File: src/rtl/cordic_stream_feeder.sv
// Valid/ready shell around a fixed-latency vectoring CORDIC core with credit-limited output FIFO.
// Optional macro CORDIC_ZERO_FLAG_EN adds a zero-vector flag column and the m_zero port.
module cordic_stream_feeder #(
    parameter int WORD_WIDTH  = 16,
    parameter int PHASE_WIDTH = 16,
    parameter int LATENCY     = 15,
    parameter int OUT_DEPTH   = 32
) (
    input  logic                           clk,
    input  logic                           rst,
    input  logic                           s_valid,
    output logic                           s_ready,
    input  logic [WORD_WIDTH-1:0]          s_x,
    input  logic [WORD_WIDTH-1:0]          s_y,
    output logic [WORD_WIDTH-1:0]          cordic_x,
    output logic [WORD_WIDTH-1:0]          cordic_y,
    input  logic [PHASE_WIDTH-1:0]         cordic_z,
    output logic                           m_valid,
    input  logic                           m_ready,
    output logic [PHASE_WIDTH-1:0]         m_phase,
`ifdef CORDIC_ZERO_FLAG_EN
    output logic                           m_zero,
`endif
    output logic [$clog2(LATENCY+2)-1:0]   in_flight
);

    localparam int IW = $clog2(LATENCY + 2);
    localparam int CW = $clog2(OUT_DEPTH + 1);
    localparam int AW = $clog2(OUT_DEPTH);
    localparam int UW = $clog2(OUT_DEPTH + LATENCY + 2) + 1;

    logic [LATENCY:0]       vld_line;
    logic [CW-1:0]          fifo_count;
    logic [AW-1:0]          wptr;
    logic [AW-1:0]          rptr;
    logic [PHASE_WIDTH-1:0] mem [OUT_DEPTH];
    logic [UW-1:0]          used;
    logic                   issue;
    logic                   capture;
    logic                   pop;

    assign used    = UW'(in_flight) + UW'(fifo_count);
    assign s_ready = !rst && (used < UW'(OUT_DEPTH));
    assign issue   = s_valid && s_ready;
    assign capture = vld_line[LATENCY];
    assign m_valid = !rst && (fifo_count != '0);
    assign pop     = m_valid && m_ready;

    always_ff @(posedge clk) begin
        if (rst) begin
            cordic_x   <= '0;
            cordic_y   <= '0;
            vld_line   <= '0;
            in_flight  <= '0;
            fifo_count <= '0;
            wptr       <= '0;
            rptr       <= '0;
        end else begin
            if (issue) begin
                cordic_x <= s_x;
                cordic_y <= s_y;
            end
            vld_line <= {vld_line[LATENCY-1:0], issue};
            case ({issue, capture})
                2'b10:   in_flight <= in_flight + IW'(1);
                2'b01:   in_flight <= in_flight - IW'(1);
                default: in_flight <= in_flight;
            endcase
            case ({capture, pop})
                2'b10:   fifo_count <= fifo_count + CW'(1);
                2'b01:   fifo_count <= fifo_count - CW'(1);
                default: fifo_count <= fifo_count;
            endcase
            if (capture)
                wptr <= wptr + AW'(1);
            if (pop)
                rptr <= rptr + AW'(1);
        end
    end

    always_ff @(posedge clk) begin
        if (capture)
            mem[wptr] <= cordic_z;
    end

    // Credit accounting guarantees a free slot for every capture.
    always_ff @(posedge clk) begin
        if (!rst && capture)
            assert (fifo_count != CW'(OUT_DEPTH));
    end

`ifdef CORDIC_ZERO_FLAG_EN
    logic [LATENCY:0] zero_line;
    logic             zmem [OUT_DEPTH];

    // Zero flag rides alongside the valid bit so it lines up with the captured phase.
    always_ff @(posedge clk) begin
        if (rst)
            zero_line <= '0;
        else
            zero_line <= {zero_line[LATENCY-1:0], (issue && (s_x == '0) && (s_y == '0))};
    end

    always_ff @(posedge clk) begin
        if (capture)
            zmem[wptr] <= zero_line[LATENCY];
    end

    assign m_zero  = m_valid && zmem[rptr];
    assign m_phase = (m_valid && !zmem[rptr]) ? mem[rptr] : '0;
`else
    assign m_phase = m_valid ? mem[rptr] : '0;
`endif

endmodule

File: config.mk
export PLATFORM = sky130hd
export DESIGN_NAME = cordic_stream_feeder
export DESIGN_NICKNAME = d
export VERILOG_FILES = /design/src/rtl/cordic_stream_feeder.sv
export SDC_FILE = /design/constraint.sdc
export NUM_CORES = 1
export LEC_CHECK = 0
export CORE_MARGIN = 4
export CORE_UTILIZATION = 25
export CTS_BUF_LIST = sky130_fd_sc_hd__clkbuf_4
export DETAILED_ROUTE_END_ITERATION = 6
export GPL_ROUTABILITY_DRIVEN = 0
export SYNTH_ARGS = -nofsm -noshare
export SYNTH_HDL_FRONTEND = slang
export SYNTH_SLANG_ARGS = --single-unit
File: constraint.sdc
create_clock -name clk -period 3.7 [get_ports clk]
set_input_delay 0.37 -clock clk [delete_from_list [all_inputs] [get_ports clk]]
set_output_delay 0.37 -clock clk [all_outputs]
set_load 0.02 [all_outputs]
==> flow_summary.ini <==
[routing]
route.detailed.drc = 0
vias_per_cell = 4.45
dr.pass1.iters = 5
wl_per_cell_um = 20.4
postRouteAntennaNets = 0
dr.first_iter.drc_count = 940
dr_total_vias = 12200
routed_wirelength_um = 55800

[synth]
ys_ff_latch = 586
synth_cell_types = 50
synth-seq-area-share_pct = 74.6
synth_area_leader_cell = edfxtp_1
yosysTopAreaCellShare_pct = 68.0
yosysWarnings = 0
syn_area_per_cell_um2 = 20.3
yosys_most_used_dff = edfxtp_1
synthArstFlopShare_pct = 0
syn_area_mm2 = 0.0226
syn_inst = 1114
synth_nets = 1186
synth_edf_count = 512
synth.area.top_cells = edfxtp_1 68%, mux4_2 14%, dfxtp_1 6.6%, mux2i_1 2.2%, nor2_1 1.5%

[clocking]
clkTransAtPathRegs_ps = 60
cts_max_path_buffers = 3
htree_levels = 4
cts_tree = yes
cts_buffers = 151
root_buffer = clkbuf_4
clock_sinks = 586
clkLatencyLatePin_ps = 970

[worst_setup_path]
crit_required_ps = 3330
worstSetupPathType = reg2out
cp_max_fo = 14
endpoint_kind = primary output
cpPeakStageDelay_ps = 520
crit_arrival_ps = 3180
cp_slowest_cell = mux4_2
crit_family = multiplexers
crit_buf_inv = 4
crit_path_start_kind = register
crit_top_cell = mux4_2
path_cells = buf_4 -> buf_16 -> mux4_2 -> mux4_2 -> inv_2 -> a221oi_1 -> clkdlybuf4s15_2

[die]
fp.coreArea_mm2 = 0.0899
die_x_um = 309
initial_core_util_pct = 25.1
die_y_um = 309
rows = 110
die_area_mm2 = 0.0953
io_pins = 107

[finish]
fin_nets = 1500
syn2layout_area_growth_pct = 23.7
post-route-util_pct = 31.1
fillerInstances = 8697
drive_gt1_share_pct = 34.7

[power_and_ir_drop]
p_seq_share_pct = 55.7
powerDensity_mw_per_mm2 = 464
p_int_mw = 10.1
p_sw_share_pct = 22.4
p_comb_share_pct = 2.7
p_clk_share_pct = 41.6
p_sw_mw = 2.91
total_leakage_power_nw = 9.02
peakVddDrop_mv = 0.250

[timing]
setup_viol = 0
clock_skew_ps = 89.5
tightest_slew_ps = 1260
fin_crit_sh_pct = 95.8
post-route-min-period_ps = 3550
maxSlewHeadroom_pct = 16.0
slew_violations = 0
finalHoldViolCount = 0
hold_ws_ps = 130
timing.fmax_mhz = 282

[global_routing]
use_met1_pct = 15.4
grt-ovfl-total = 0
grt_pass1_wl_um = 83200
grt_util_all_layers_pct = 11.9
grtUsageMet3_pct = 3.34
grt_max_degree = 62
grt_pass1_vias = 13000
antenna_found_initial = 5
grt.busiest_layer = met2
met2_usage_pct = 19.0

[flow_run]
max_cap_violations = 0

[placement]
numPortBuffers = 106
dp_hpwl_um = 32100

[status]
outcome = finished, final reports clean

[hold_path]
hp-class = in2reg
==> state kept, by name, summed over array words and instances (netlist names), named ones only <==
signal / cells
in_flight: 5
cordic_y: 16
wptr: 5
cordic_x: 16
fifo_count: 6
vld_line: 16
mem: 512
rptr: 5
==> layer usage <==
metal / vias to the layer above / wire length, µm
met4: 4 / 1280
met2: 492 / 27000
li1: 5271 / -
met3: 88 / 4140
met1: 6295 / 23300
met5: - / 27
==> stage by stage <==
stage	cell area, µm²	setup TNS, ps	power [mW]	cells	setup slack, ps
global placement	25400	0	7.69	2398	331
finish	28000	0	13.0	2730	155
global route	28000	-14.5	13.6	2729	-5.82
CTS	27900	0	13.2	2716	12.4
floorplan	22600	0	7.49	1114	340
detailed placement	25400	0	7.70	2398	323
==> power by group through the flow <==
stage          clock network [mW]  logic (mW)  registers (mW)
2_1_floorplan                   0      0.0940            7.40
3_3_place_gp                    0       0.317            7.37
3_5_place_dp                    0       0.329            7.37
4_1_cts                      5.60       0.356            7.23
5_1_grt                      5.98       0.383            7.23
6_report                     5.40       0.352            7.23
==> cell usage in the layout (no fill, tap or decap), types with 3 or more instances in the layout <==
| cell | count |
|---|---|
| xnor2_1 | 4 |
| inv_2 | 5 |
| buf_4 | 70 |
| nand2_1 | 14 |
| ha_1 | 18 |
| mux2i_1 | 50 |
| mux4_2 | 144 |
| a221oi_2 | 3 |
| diode_2 | 4 |
| clkinvlp_4 | 3 |
| dfxtp_1 | 71 |
| clkinv_1 | 36 |
| buf_12 | 11 |
| o221ai_1 | 16 |
| inv_6 | 6 |
| nand2b_1 | 4 |
| a221oi_1 | 13 |
| nor2b_1 | 20 |
| nor2_1 | 57 |
| clkdlybuf4s50_1 | 89 |
| nand4_1 | 3 |
| dlygate4sd3_1 | 30 |
| xor2_1 | 8 |
| buf_16 | 4 |
| clkbuf_4 | 213 |
| edfxtp_1 | 512 |
| o21ai_0 | 5 |
| inv_1 | 25 |
| a21oi_1 | 9 |
| buf_2 | 12 |
| dfxtp_4 | 3 |
| or3b_2 | 3 |
| nor2_2 | 32 |
| clkinv_2 | 12 |
| a21o_1 | 4 |
==> final timing paths <==
| check | startpoint | to | slack, ps | cells past startpoint |
|---|---|---|---|---|
| setup / recovery | register | m_phase[11] | 150 | 7 |
| hold reg to reg | vld_line[10]$_SDFF_PP0_ | vld_line[11]$_SDFF_PP0_ | 420 | 1 |
| hold / removal | s_y[15] | cordic_y[15]$_SDFFE_PP0P_ | 130 | 3 |
| setup reg to reg | in_flight[4]$_SDFFE_PP0P_ | in_flight[4]$_SDFFE_PP0P_ | 540 | 12 |
==> synthesized netlist by cell type, drive strengths merged (4+ instances only) <==
cell and number:
o221ai 16, a221oi 16, clkbuf 29, mux2i 50, nand2 16, a21o 4, xor2 8, nor2 89
edfxtp 512, ha 18, nand2b 4, buf 30, a21oi 10, mux4 144, nor2b 21, o21ai 5
dfxtp 74, xnor2 4, inv 28
==> worst min-delay path: stages <==
cell and delay [ps]:
clkdlybuf4s50_1 440, mux2i_1 140, nor2_1 50
==> kinds of logic (layout without fill, tap and decap cells) <==
kind of cell	count (synthesis)	count (layout)	synth area share, %
AO/OA/AOI/OAI	62	62	2.15
buffers and inverters	87	523	1.90
other	0	4	0
flip-flops	586	586	74.6
AND/OR/NAND/NOR	153	153	3.16
XOR/XNOR	12	12	0.465
adder cells (fa/ha/maj)	20	20	1.17
multiplexers	194	194	16.6
==> area by class of cell <==
type / instances / area (µm²) / area share [%]
multi-input combinational: 441 / 5430 / 19.4
tap: 1176 / 1470 / 5.26
inverter: 28 / 105 / 0.376
clock buffer: 213 / 1600 / 5.72
sequential: 586 / 16900 / 60.3
timing repair buffer: 220 / 2170 / 7.77
clock inverter: 62 / 312 / 1.11
antenna: 4 / 10.0 / 0.0358
==> what timing repair did <==
action                                  in CTS  in global routing
gates cloned                                 3                  0
gates resized for setup                     79                  9
hold endpoints to repair                    37                  0
hold buffers                                30                  0
setup buffers                               10                 10
endpoints found under the setup margin      16                  5
No activity file was read; power rests on OpenSTA's default activity.
